==> src/rtl/hb_period_meas_pkg.sv <==
`default_nettype none
// ============================================================================
// Module  : hb_period_meas_pkg
// Purpose : Shared FSM state encoding, QF fixed-point constants and a
//           saturation helper for the heartbeat period front-end.
// Revision: 1.0 - initial release
// ============================================================================
package hb_period_meas_pkg;

  // FSM state encoding
  typedef logic [1:0] state_t;
  localparam state_t S_IDLE = 2'd0;
  localparam state_t S_MEAS = 2'd1;
  localparam state_t S_REQ  = 2'd2;
  localparam state_t S_WAIT = 2'd3;

  // QF helper constants for the default 32-bit word with 16 fractional bits
  localparam int            QF_W   = 32;
  localparam int            QF_F   = 16;
  localparam logic [31:0]   QF_ONE = 32'h0001_0000;
  localparam logic [31:0]   QF_MAX = 32'h7FFF_FFFF;

  // Largest positive value of a signed word of width w
  function automatic logic [63:0] qf_max_of(input int unsigned w);
    return (64'd1 << (w - 1)) - 64'd1;
  endfunction

  // Unsigned clamp of v to lim
  function automatic logic [63:0] qf_sat(input logic [63:0] v, input logic [63:0] lim);
    return (v > lim) ? lim : v;
  endfunction

endpackage
`default_nettype wire

==> src/rtl/hb_edge_sync.sv <==
`default_nettype none
// ============================================================================
// Module  : hb_edge_sync
// Purpose : Two-flop synchroniser for the asynchronous heartbeat followed by
//           a registered rising-edge detector producing a one-cycle pulse.
// Revision: 1.0 - initial release
// ============================================================================
module hb_edge_sync (
  input  logic clk,
  input  logic rst_n,
  input  logic hb_async,
  output logic hb_edge
);

  logic sync1_q, sync1_d;
  logic sync2_q, sync2_d;
  logic prev_q,  prev_d;
  logic pulse_q, pulse_d;

  // Next-state: shift the heartbeat through the synchroniser, flag a 0->1 step
  always_comb begin
    sync1_d = hb_async;
    sync2_d = sync1_q;
    prev_d  = sync2_q;
    pulse_d = sync2_q & ~prev_q;
  end

  // Synchroniser, history and pulse flops
  always_ff @(posedge clk or negedge rst_n) begin
    if (!rst_n) begin
      sync1_q <= 1'b0;
      sync2_q <= 1'b0;
      prev_q  <= 1'b0;
      pulse_q <= 1'b0;
    end else begin
      sync1_q <= sync1_d;
      sync2_q <= sync2_d;
      prev_q  <= prev_d;
      pulse_q <= pulse_d;
    end
  end

  assign hb_edge = pulse_q;

endmodule
`default_nettype wire

==> src/rtl/hb_period_meas.sv <==
`default_nettype none
// ============================================================================
// Module  : hb_period_meas
// Purpose : Measures the clk-cycle interval between heartbeat rising edges,
//           converts it to signed QF, runs the reciprocal start/done
//           handshake and captures the returned frequency.
// Options : HB_AVG_EN - moving average over 2^AVG_LOG2 samples before
//           publication (ring logic absent when undefined).
// Revision: 1.0 - initial release
// ============================================================================
module hb_period_meas
  import hb_period_meas_pkg::*;
#(
  parameter int W        = 32,
  parameter int F        = 16,
  parameter int CNT_W    = 24,
  parameter int SCALE_SH = 10,
  parameter int AVG_LOG2 = 2
) (
  input  logic         clk,
  input  logic         rst_n,
  input  logic         enable,
  input  logic         hb_in,
  output logic         recip_start,
  output logic [W-1:0] recip_x,
  input  logic         recip_done,
  input  logic [W-1:0] recip_y,
  input  logic         recip_invalid,
  output logic [W-1:0] freq_q,
  output logic         freq_valid,
  output logic         freq_err,
  output logic         stall,
  output logic         overrun
);

  if (SCALE_SH > F || AVG_LOG2 < 1 || AVG_LOG2 > 8) begin : g_cfg_check
    $error("hb_period_meas: need SCALE_SH <= F and 1 <= AVG_LOG2 <= 8");
  end

  localparam int               c_qf_sh   = (SCALE_SH <= F) ? (F - SCALE_SH) : 0;
  localparam logic [CNT_W-1:0] c_cnt_max = '1;
  localparam logic [63:0]      c_x_max   = qf_max_of(W);

  logic             hb_edge;
  logic [CNT_W-1:0] cnt_q, cnt_d;
  logic             armed_q, armed_d;
  logic             stall_q, stall_d;
  logic             sample_vld;
  logic [CNT_W-1:0] sample;
  logic             pub_vld;
  logic [CNT_W-1:0] pub_val;
  logic [W-1:0]     x_new;

  hb_edge_sync u_edge_sync (
    .clk      (clk),
    .rst_n    (rst_n),
    .hb_async (hb_in),
    .hb_edge  (hb_edge)
  );

  // Interval counter: counts between edges, saturates into stall; the first
  // edge (or the one after a stall) only arms, later edges emit samples
  always_comb begin
    cnt_d      = cnt_q;
    armed_d    = armed_q;
    stall_d    = stall_q;
    sample_vld = 1'b0;
    sample     = cnt_q + 1'b1;
    if (!enable) begin
      cnt_d   = '0;
      armed_d = 1'b0;
      stall_d = 1'b0;
    end else if (hb_edge) begin
      cnt_d = '0;
      if (stall_q) begin
        stall_d = 1'b0;
        armed_d = 1'b1;
      end else if (cnt_q == c_cnt_max) begin
        stall_d = 1'b1;
        armed_d = 1'b0;
      end else begin
        sample_vld = armed_q;
        armed_d    = 1'b1;
      end
    end else if (cnt_q == c_cnt_max) begin
      stall_d = 1'b1;
      armed_d = 1'b0;
    end else begin
      cnt_d = cnt_q + 1'b1;
    end
  end

  // Interval counter state
  always_ff @(posedge clk or negedge rst_n) begin
    if (!rst_n) begin
      cnt_q   <= '0;
      armed_q <= 1'b0;
      stall_q <= 1'b0;
    end else begin
      cnt_q   <= cnt_d;
      armed_q <= armed_d;
      stall_q <= stall_d;
    end
  end

`ifdef HB_AVG_EN
  localparam int                c_depth = 1 << AVG_LOG2;
  localparam int                c_sum_w = CNT_W + AVG_LOG2;
  localparam logic [AVG_LOG2:0] c_full  = {1'b1, {AVG_LOG2{1'b0}}};

  logic [CNT_W-1:0]    ring_q [c_depth];
  logic [CNT_W-1:0]    ring_d [c_depth];
  logic [AVG_LOG2-1:0] wr_q, wr_d;
  logic [AVG_LOG2:0]   fill_q, fill_d;
  logic [c_sum_w-1:0]  sum_q, sum_d;

  // Moving-average ring: running sum replaces the oldest entry; publish only
  // once every slot holds a real sample; flush while stalled or disabled
  always_comb begin
    ring_d  = ring_q;
    wr_d    = wr_q;
    fill_d  = fill_q;
    sum_d   = sum_q;
    pub_vld = 1'b0;
    if (!enable || stall_q) begin
      for (int i = 0; i < c_depth; i++) ring_d[i] = '0;
      wr_d   = '0;
      fill_d = '0;
      sum_d  = '0;
    end else if (sample_vld) begin
      sum_d        = sum_q + {{AVG_LOG2{1'b0}}, sample} - {{AVG_LOG2{1'b0}}, ring_q[wr_q]};
      ring_d[wr_q] = sample;
      wr_d         = wr_q + 1'b1;
      if (fill_q != c_full) fill_d = fill_q + 1'b1;
      pub_vld      = (fill_d == c_full);
    end
    pub_val = sum_d[c_sum_w-1:AVG_LOG2];
  end

  // Averaging ring state
  always_ff @(posedge clk or negedge rst_n) begin
    if (!rst_n) begin
      for (int i = 0; i < c_depth; i++) ring_q[i] <= '0;
      wr_q   <= '0;
      fill_q <= '0;
      sum_q  <= '0;
    end else begin
      ring_q <= ring_d;
      wr_q   <= wr_d;
      fill_q <= fill_d;
      sum_q  <= sum_d;
    end
  end
`else
  assign pub_vld = sample_vld;
  assign pub_val = sample;
`endif

  // Cycles -> QF: one unit is 2^SCALE_SH cycles, clamped to the signed maximum
  assign x_new = W'(qf_sat(64'(pub_val) << c_qf_sh, c_x_max));

  state_t       state_q, state_d;
  logic         pend_q, pend_d;
  logic [W-1:0] pend_x_q, pend_x_d;
  logic         overrun_q, overrun_d;
  logic         recip_start_q, recip_start_d;
  logic [W-1:0] recip_x_q, recip_x_d;
  logic [W-1:0] freq_d;
  logic         freq_valid_q, freq_valid_d;
  logic         freq_err_q, freq_err_d;
  logic         pend_take;

  // Request FSM and pending slot; recip_x loads on entry to S_REQ so it is
  // already stable in the start cycle and holds until the next request
  always_comb begin
    state_d       = state_q;
    pend_d        = pend_q;
    pend_x_d      = pend_x_q;
    overrun_d     = overrun_q;
    recip_start_d = 1'b0;
    recip_x_d     = recip_x_q;
    freq_d        = freq_q;
    freq_valid_d  = 1'b0;
    freq_err_d    = freq_err_q;
    pend_take     = 1'b0;
    case (state_q)
      S_IDLE: begin
        if (enable && hb_edge) state_d = S_MEAS;
      end
      S_MEAS: begin
        if (!enable) begin
          state_d = S_IDLE;
        end else if (pend_q) begin
          state_d       = S_REQ;
          recip_x_d     = pend_x_q;
          recip_start_d = 1'b1;
          pend_take     = 1'b1;
        end
      end
      S_REQ: begin
        state_d = enable ? S_WAIT : S_IDLE;
      end
      S_WAIT: begin
        if (recip_done) begin
          freq_d       = recip_y;
          freq_err_d   = recip_invalid;
          freq_valid_d = 1'b1;
          state_d      = enable ? S_MEAS : S_IDLE;
        end
      end
      default: state_d = S_IDLE;
    endcase
    if (pend_take) pend_d = 1'b0;
    if (pub_vld) begin
      if (pend_q && !pend_take) overrun_d = 1'b1;
      pend_d   = 1'b1;
      pend_x_d = x_new;
    end
  end

  // FSM, pending slot and output registers
  always_ff @(posedge clk or negedge rst_n) begin
    if (!rst_n) begin
      state_q       <= S_IDLE;
      pend_q        <= 1'b0;
      pend_x_q      <= '0;
      overrun_q     <= 1'b0;
      recip_start_q <= 1'b0;
      recip_x_q     <= '0;
      freq_q        <= '0;
      freq_valid_q  <= 1'b0;
      freq_err_q    <= 1'b0;
    end else begin
      state_q       <= state_d;
      pend_q        <= pend_d;
      pend_x_q      <= pend_x_d;
      overrun_q     <= overrun_d;
      recip_start_q <= recip_start_d;
      recip_x_q     <= recip_x_d;
      freq_q        <= freq_d;
      freq_valid_q  <= freq_valid_d;
      freq_err_q    <= freq_err_d;
    end
  end

  assign recip_start = recip_start_q;
  assign recip_x     = recip_x_q;
  assign freq_valid  = freq_valid_q;
  assign freq_err    = freq_err_q;
  assign stall       = stall_q;
  assign overrun     = overrun_q;

endmodule
`default_nettype wire

==> config.mk <==
export PLATFORM = sky130hd
export DESIGN_NAME = hb_period_meas
export DESIGN_NICKNAME = d
export VERILOG_FILES = /design/src/rtl/hb_period_meas_pkg.sv /design/src/rtl/hb_edge_sync.sv /design/src/rtl/hb_period_meas.sv
export SDC_FILE = /design/constraint.sdc
export NUM_CORES = 1
export LEC_CHECK = 0
export ABC_AREA = 1
export ABC_CLOCK_PERIOD_IN_PS = 5000
export BUFFER_PORTS_ARGS = -buffer_cell sky130_fd_sc_hd__buf_4
export CAP_MARGIN = 0
export CORE_UTILIZATION = 58
export CTS_CLUSTER_SIZE = 8
export DETAILED_ROUTE_END_ITERATION = 16
export PLACE_DENSITY_LB_ADDON = 0.15
export SLEW_MARGIN = 20
export SYNTH_ARGS = -nofsm -noshare
export SYNTH_HDL_FRONTEND = slang
export SYNTH_SLANG_ARGS = --single-unit
==> constraint.sdc <==
create_clock -name clk -period 5 [get_ports clk]
set_clock_uncertainty 0.15 [all_clocks]
set_input_delay 0.5 -clock clk [delete_from_list [all_inputs] [get_ports clk]]
set_output_delay 0.5 -clock clk [all_outputs]
set_load 0.02 [all_outputs]
* Word-level counts from Yosys, hierarchy flattened
Cells that the tools add are included.
Word-level totals: register bits after elaboration 133, bits in latches 0, memory bits (read-only) 0, memories 0, memory bits (writable) 0, logic and storage cells 69, input bits 38
Operators by class: add/subtract/negate cells 1, reductions and logical operators 9, eq/ne operators 9, $mul 0, muxes and demuxes 31, $lt $le $gt $ge 1, div/mod/pow operators 0, shift-type cells 0, bitwise gates (word level) 2
Operator list (count):
- 2-to-1 mux 24 bit | 3
- > comparator 30 x 31 -> 1 bit (second input constant) | 1
- 2-to-1 mux 31 bit | 1
- adder 24 x 1 -> 24 bit (second input constant) | 1
- == test 24 bit (second input constant) | 1
- 2-to-1 mux 1 bit | 21
- 2-to-1 mux 2 bit | 5
- case mux 2 bit (4 select lines) | 1
- AND reduction 3 bit | 2
- == test 2 bit (second input constant) | 2
- != test 2 bit (second input constant) | 2
- AND reduction 2 bit | 2
- != test 3 x 1 -> 1 bit (second input constant) | 1
- != test 3 x 2 -> 1 bit (second input constant) | 1
- != test 3 bit (second input constant) | 1
- == test 2 x 1 -> 1 bit (second input constant) | 1
- logical AND 1 bit | 2
- logical NOT 2 bit | 1
- nonzero test 2 bit | 1
- AND 1 bit | 1
- logical NOT 1 bit | 1
- NOT 1 bit | 1

* Longest topological paths before layout
Gate-level depths: netlist (run 1).
depth in word-level cells 6, gate-level depth with buffers 11, depth with buffers taken out 10

* Cells and area by module
From an unflattened synthesis (run 1), not the netlist that was laid out.
Second synthesis, totals: cell total of the unflattened synthesis 588, area, all modules 4994.8 sq um
Modules (own cells, without submodules):
- hb_period_meas | instances 1, area each 4884.7 sq um, cells each 582
- hb_edge_sync | instances 1, area each 110.1 sq um, cells each 6

* Least setup slack after synthesis (run 1)
No wires, ideal clock.
kind register -> register, start register cnt_q[0], end register pend_x_q[15], data arrival time 1.478 ns, setup time 0.130 ns, stages on the path, launching flop included 11, clock period less this slack 1.758 ns, buffers on the path 2, data required time 4.720 ns, setup slack 3.242 ns, cells stage by stage dfrtp_1 -> ha_1 -> nand2_1 -> nor2_2 -> nand2_2 -> nor2_4 -> nand2_4 -> nand3_4 -> buf_12 -> buf_8 -> o21ai_0
Between the ends: longest elaborated chain between the ends 5, elaborated cells on any way between the ends 8, those cells by class add/sub: 1; order compare: 1; eq/ne: 1; mux: 5
RTL lines:
- start: declaration | RTL line hb_period_meas.sv:45 | logic [CNT_W-1:0] cnt_q, cnt_d;
- start signal: assignment | RTL line hb_period_meas.sv:100 | cnt_q <= cnt_d;
- branches (longest 5 deep; another with > comparator 30 x 31 -> 1 bit)
- end signal: assignment | RTL line hb_period_meas.sv:236 | pend_x_q <= pend_x_d;
- end: declaration | RTL line hb_period_meas.sv:164 | logic [W-1:0] pend_x_q, pend_x_d;
Parallel ways; which one is timed is not known. A chain may end at the register's enable or synchronous reset.

* Worst setup path after layout (run 1)
start register cnt_q[0], end register pend_x_q[25]
Same word-level chain as after synthesis.

==> results of run 1 <==
## worst max-delay path: stages, from the launching register on
cell and delay, ns:
dfrtp_1 0.43, ha_1 0.27, nand2_1 0.09, nor2_2 0.05
nand2_2 0.11, nor2_4 0.07, nand2_4 0.19, nand2_1 0.07
nor2_1 0.63, nand2_1 0.14, nand2_1 0.10
## routing by layer
layer / vias up / part of all wire, % / track usage, %
li1: 1980 / - / -
met1: 1844 / 42 / 32.94
met2: 180 / 47 / 41.18
met3: 24 / 8.2 / 8.696
met4: 0 / 2.3 / 11.62
met5: - / 0 / 0
## sequential cells by signal, indices dropped and copies added (netlist names), 2 cells and up
signal / cells
cnt_q: 24
freq_q: 32
pend_x_q: 24
recip_x: 24
state_q: 2
## cells in the mapped netlist, drive strengths merged
cell / count / area share, %
nand3b: 6 / 0.91
nor3: 1 / 0.10
ha: 1 / 0.25
nand4: 2 / 0.25
inv: 25 / 1.9
nand2: 313 / 24
xor2: 11 / 1.9
conb: 1 / 0.076
and2: 1 / 0.13
o21ai: 19 / 1.9
a21oi: 10 / 1.0
nand3: 10 / 1.3
clkbuf: 8 / 0.60
nor2: 36 / 3.1
o21bai: 2 / 0.30
dfrtp: 117 / 59
xnor2: 2 / 0.35
buf: 18 / 3.0
## how the worst min path moves through the flow
stage / start / end / slack [ns] / depth (start not counted)
finish: recip_y[18] / freq_q[18]$_DFFE_PN0P_ / 0.02 / 3
global route: recip_y[7] / freq_q[7]$_DFFE_PN0P_ / 0.01 / 3
CTS: recip_y[7] / freq_q[7]$_DFFE_PN0P_ / 0.01 / 3
detailed placement: u_edge_sync.sync1_q$_DFF_PN0_ / u_edge_sync.prev_d$_DFF_PN0_ / 0.19 / 0
global placement: u_edge_sync.sync1_q$_DFF_PN0_ / u_edge_sync.prev_d$_DFF_PN0_ / 0.19 / 0
floorplan: rst_n / armed_q$_DFF_PN0_ / 0.05 / 0
## power by group through the flow
| stage | Combinational (mW) | Sequential, mW | Clock (mW) |
|---|---|---|---|
| 2_1_floorplan | 0.212 | 1.37 | 0 |
| 5_1_grt | 0.748 | 1.22 | 1.31 |
| 3_5_place_dp | 0.689 | 1.21 | 0 |
| 4_1_cts | 0.688 | 1.20 | 1.26 |
| 6_report | 0.678 | 1.20 | 1.25 |
| 3_3_place_gp | 0.667 | 1.20 | 0 |
## cells by family after synthesis
kind of cell             count (synthesis)  share of synthesized area (%)
XOR/XNOR                                13                          2.293
adder cells (fa/ha/maj)                  1                         0.2520
other                                    1                        0.07553
AND/OR/NAND/NOR                        369                          29.64
flip-flops                             117                          58.97
AO/OA/AOI/OAI                           31                          3.226
buffers and inverters                   51                          5.544
## per-stage QoR
stage / power, mW / hold slack (ns) / util [%] / setup WS, ns
2_1_floorplan: 1.581 / 0.05441 / - / 3.242
3_3_place_gp: 1.871 / 0.1861 / 69.05 / 2.797
3_5_place_dp: 1.898 / 0.1885 / 69.05 / 2.646
5_1_grt: 3.278 / 0.01352 / 76.73 / 2.450
4_1_cts: 3.153 / 0.01145 / 76.73 / 2.632
6_report: 3.131 / 0.02172 / 76.73 / 2.645
## cell type report
class	instances	area (µm²)	area share, %
Clock buffer	20	435.4	6.872
Clock inverter	12	178.9	2.824
Inverter	25	93.84	1.481
Multi-Input combinational cell	422	1790	28.26
Sequential cell	117	2928	46.21
Tap cell	105	131.4	2.073
Timing Repair Buffer	103	778.2	12.28
==> impl_metrics.csv, run 1 <==
group,metric,value,unit
timing,max_freq,424.6,MHz
synth,synthCells,583,
hold_path,min_path_type,"in -> reg",
run,drv_cap,0,
timing,hold_viol_final,0,
critical_path,crit_end,"pend_x_q[25]$_DFFE_PN0P_",
power_and_ir_drop,peakVddDrop,0.3729,mV
power_and_ir_drop,p_int,2.197,mW
critical_path,path_class,"reg -> reg",
timing,finalSetupViolations,0,
die,die-area,8934,µm²
finish,fin_area,6336,µm²
critical_path,cp.arrival,2.66,ns
clock_network,clk_latency,0.52,ns
die,num_rows,33,
route,drc,0,
die,initial_utilization,60.12,%
timing,rsz0062_at_grt,"no",
timing,tns,0,ns
route,ant_nets,0,
route,drtPass1Iterations,5,
timing,fin_crit_sh,47.11,%
placement,hpwl,6984,µm
finish,fillerInstances,586,
global_routing,grt_overflow_total,0,
global_routing,track_usage,26.13,%
route,drt_wl_total,10620,µm
clock_network,htree_levels,4,
global_routing,antenna_found_initial,0,
die,die_h,94.52,µm
die,ios,107,
outcome,outcome,"finished, final reports clean",
timing,post-route-min-period,2.355,ns
synth,yosysSeqAreaShare,58.97,%
global_routing,grt_pass1_vias,3780,
critical_path,r2r-start,"cnt_q[0]$_DFFE_PN0P_",
power_and_ir_drop,swShare,29.83,%
synth,synth_cell_types,28,
die,coreArea,8258,µm²
synth,ys_warn_count,0,
finish,synthToLayoutAreaGrowth,27.62,%
clock_network,cts_tree,"built",
critical_path,r2r_end,"pend_x_q[25]$_DFFE_PN0P_",
placement,gp_congestion,0.9137,
synth,ys_ff_latch,117,
timing,relSlewSlack,37.63,%
clock_network,cts_hold_buf,2,
critical_path,worst-path-max-fanout,15,
placement,port_buffers,98,
power_and_ir_drop,power.density,494.1,nW/µm²
clock_network,cts_buffers,17,
critical_path,cp-startpoint,"cnt_q[0]$_DFFE_PN0P_",
critical_path,required,5.31,ns
critical_path,r2r_slack,2.64,ns
critical_path,startpoint_type,"flop",
global_routing,grt_pass1_wl,17590,µm
die,fp.dieW,94.52,µm
global_routing,grt_max_degree,70,
timing,maxSlewViolCount,0,
route,wl_per_cell,13.21,µm
power_and_ir_drop,leakagePower,3.479,nW
critical_path,reg2reg_depth,10,
placement,place_inst,770,
clock_network,clkTransAtPathRegs,0.06,ns
synth,syn_area,4965,µm²
placement,placed_area,5702,µm²
power_and_ir_drop,power_frac_comb,21.7,%
finish,mostFrequentLayoutCells,"nand2_1 (310), dfrtp_1 (117), buf_4 (101), nor2_1 (32), inv_1 (23)",
clock_network,cts_buffer_depth,2,
clock_network,clock_sinks,117,
finish,final_common_cell,"nand2_1",
finish,nNetsFinal,725,
timing,worst-slew-pin-transition,0.9346,ns
finish,fin_cells,804,
clock_network,ctsResizeCount,0,
synth,synth_area_per_cell,8.516,µm²
clock_network,clockRootBuffer,"clkbuf_8",
power_and_ir_drop,power_frac_clock,40.0,%
critical_path,endpoint_kind,"flop",
power_and_ir_drop,p_sw,0.9337,mW
finish,n_antenna_cell,0,
power_and_ir_drop,seqPwrFrac,38.4,%
route,vias,4028,
route,drtIter0Drc,251,
route,vias_per_cell,5.010,
clock_network,cts_setup_buffers,0,
finish,layout-drive-gt1-share,20.17,%
(Power assumes the default switching activity.)
==> run 2, diff against run 1 <==
--- a/config.mk
+++ b/config.mk
@@ -5,11 +5,11 @@
 export SDC_FILE = /design/constraint.sdc
 export NUM_CORES = 1
 export LEC_CHECK = 0
-export ABC_AREA = 1
-export ABC_CLOCK_PERIOD_IN_PS = 5000
+export ABC_AREA = 0
+export ABC_CLOCK_PERIOD_IN_PS = 2300
 export BUFFER_PORTS_ARGS = -buffer_cell sky130_fd_sc_hd__buf_4
 export CAP_MARGIN = 0
-export CORE_UTILIZATION = 58
+export CORE_UTILIZATION = 53
 export CTS_CLUSTER_SIZE = 8
 export DETAILED_ROUTE_END_ITERATION = 16
 export PLACE_DENSITY_LB_ADDON = 0.15
==> constraint.sdc (replaced) <==
create_clock -name clk -period 2.3 [get_ports clk]
set_clock_uncertainty 0.15 [all_clocks]
set_input_delay 0.23 -clock clk [delete_from_list [all_inputs] [get_ports clk]]
set_output_delay 0.23 -clock clk [all_outputs]
set_load 0.02 [all_outputs]
==> impl_metrics.csv, run 2 <==
group,metric,value,unit
critical_path,cp-startpoint,"cnt_q[11]$_DFFE_PN0P_",
power_and_ir_drop,power.density,887.5,nW/µm²
timing,fin_crit_sh,98.26,%
clock_network,cts_tree,"built",
placement,port_buffers,98,
timing,relSlewSlack,34.55,%
critical_path,cp.arrival,2.48,ns
global_routing,grt_pass1_wl,18210,µm
synth,syn_area,4686,µm²
synth,synth_area_per_cell,11.18,µm²
synth,yosys.area_share.adder,0.2670,%
critical_path,crit_family,"simple AND/OR/NAND/NOR gates",
finish,postLayoutCoreUtil,78.56,%
clock_network,clk_latency,0.53,ns
synth,yosysMostFrequentCell,"dfrtp_1",
clock_network,clock_sinks,117,
finish,n_antenna_cell,0,
die,die_h,96.03,µm
global_routing,antenna_found_initial,0,
synth,ys_ff_latch,117,
finish,fin_area,6585,µm²
critical_path,cp_slowest_cell,"or3_4",
timing,hold_viol_final,0,
clock_network,clkTransAtPathRegs,0.07,ns
critical_path,required,2.52,ns
finish,largest_register_ffs,32,
synth,yosysSeqAreaShare,62.48,%
finish,regMostFlops,"freq_q",
timing,post-route-min-period,2.260,ns
route,drc,0,
synth,synth_compound_area_share,6.035,%
power_and_ir_drop,leakagePower,3.326,nW
clock_network,cts_buffer_depth,2,
power_and_ir_drop,total_power,5.844,mW
synth,synth_common_cells,"dfrtp_1 (117), nand2_1 (108), mux2_2 (35)",
clock_network,htree_levels,4,
route,vias_per_cell,5.431,
route,met1_length,4767,µm
critical_path,path_class,"reg -> reg",
finish,nNetsFinal,610,
synth,yosysTopAreaCell,"dfrtp_1",
synth,synth_ff_type,"dfrtp_1",
critical_path,endpoint_kind,"flop",
synth,synth_top_family_by_area,"simple AND/OR/NAND/NOR gates",
synth,synth_cell_types,36,
die,die-area,9221,µm²
synth,ys_warn_count,0,
critical_path,max_stage_delay,0.48,ns
placement,placed_area,5567,µm²
clock_network,cts_buffers,17,
clock_network,clockRootBuffer,"clkbuf_8",
timing,finalSetupViolations,0,
die,fp.dieW,96.03,µm
route,drtPass1Iterations,5,
route,route.met3.wl,578,µm
global_routing,grt_max_degree,80,
finish,synthToLayoutAreaGrowth,40.53,%
die,initial_utilization,55.90,%
outcome,outcome,"finished, final reports clean",
route,ant_nets,0,
synth,synth_top_area_share,62.48,%
route,wl_per_cell,17.69,µm
placement,hpwl,6553,µm
critical_path,worst-path-max-fanout,17,
synth,async_reset_ff_share,100.0,%
timing,hold_ws,0.1283,ns
die,ios,107,
run,drv_cap,0,
critical_path,worst-path-buf-inv,1,
route,route.met2.wl,6447,µm
global_routing,grt_overflow_total,0,
finish,mostFrequentLayoutCells,"dfrtp_1 (116), buf_4 (111), nand2_1 (108), dlygate4sd3_1 (39), mux2_2 (35)",
critical_path,path_cells,"nand4_1, or3_4, or3_1, buf_4, xnor2_1, nor2_1",
route,drt_wl_total,12190,µm
synth,synthSimpleGateAreaFrac,15.17,%
synth,synth_area_leaders,"dfrtp_1 (62%), nand2_1 (8.7%), mux2_2 (8.4%)",
synth,synth_edf_count,0,
critical_path,startpoint_type,"flop",
synth,synth_xor_xnor_area_share,4.112,%
global_routing,track_usage,27.52,%
critical_path,r2r-start,"cnt_q[11]$_DFFE_PN0P_",
route,vias,3742,
timing,worst-slew-pin-transition,0.9818,ns
synth,synthMuxAreaShare,8.625,%
finish,layout-drive-gt1-share,32.02,%
power_and_ir_drop,peakVddDrop,0.6554,mV
die,coreArea,8382,µm²
hold_path,min_path_type,"in -> async",
finish,final_common_cell,"dfrtp_1",
route,dr.max_layer_used,"met4",
timing,maxSlewViolCount,0,
timing,max_freq,442.5,MHz
synth,synthCells,419,
route,drtIter0Drc,241,
global_routing,grt_pass1_vias,3617,
placement,gp_congestion,0.8489,
die,num_rows,33,
[run 2: cell families after synthesis]
group,Yosys count
and+or+nand+nor,158
DFF,117
AOI/OAI and AO/OA,54
muxes,36
buffers and inverters,30
xor gates and xnor gates,22
adders and majority gates,1
other,1
[run 2: cell type report]
| cell class | instances | area [µm²] |
|---|---|---|
| clock buffers | 17 | 414.1 |
| clock inverters | 15 | 181.4 |
| fillers | 507 | 1797 |
| inverters | 4 | 15.01 |
| multi-input cells | 279 | 1659 |
| flip-flops and latches | 117 | 2929 |
| well taps | 105 | 131.4 |
| repair buffers | 152 | 1255 |
[run 2: path summary, 6_finish.rpt]
check                                                end  slack [ns]  cells after the start
min reg2reg                 u_edge_sync.prev_d$_DFF_PN0_        0.21                      0
min                               freq_q[18]$_DFFE_PN0P_        0.13                      3
max                                 cnt_q[0]$_DFFE_PN0P_        0.04                      6
min in group clk           u_edge_sync.sync1_q$_DFF_PN0_        0.21                      2
max in group asynchronous          recip_start$_DFF_PN0_        1.39                      3
max reg2reg                         cnt_q[0]$_DFFE_PN0P_        0.04                      6
[run 2: repair_timing]
item	4_1_cts	5_1_grt
endpoints found under the setup margin	0	9
hold buffers	39	0
hold endpoints to repair	157	0
buffers inserted	0	2
gates resized for setup	0	4
[run 2: power by group]
group | internal, mW | leakage, nW | switching [mW]
sequential | 2.24 | 1.61 | 0.109
clock | 1.65 | 0.276 | 1.01
combinational | 0.397 | 1.44 | 0.437
total | 4.29 | 3.33 | 1.56
[run 2: routing by layer]
layer	vias to the layer above	GRT usage (%)
li1	1700	-
met1	1855	33.60
met2	157	44.92
met3	30	8.136
met4	0	12.94
met5	-	0
[run 2: worst reg2reg max path: stages, from the launching register on]
cell     delay, ns
dfrtp_1       0.43
nand4_1       0.22
or3_4         0.48
or3_1         0.38
buf_4         0.23
xnor2_1       0.16
nor2_1        0.06
[run 2: through the flow]
| step | instances | setup slack [ns] | setup TNS, ns |
|---|---|---|---|
| 4_1_cts | 687 | 0.1118 | 0 |
| 3_5_place_dp | 616 | 0.1615 | 0 |
| 5_1_grt | 689 | -0.05147 | -0.09470 |
| 3_3_place_gp | 616 | 0.2264 | 0 |
| 6_report | 689 | 0.03999 | 0 |
| 2_1_floorplan | 426 | 0.2519 | 0 |
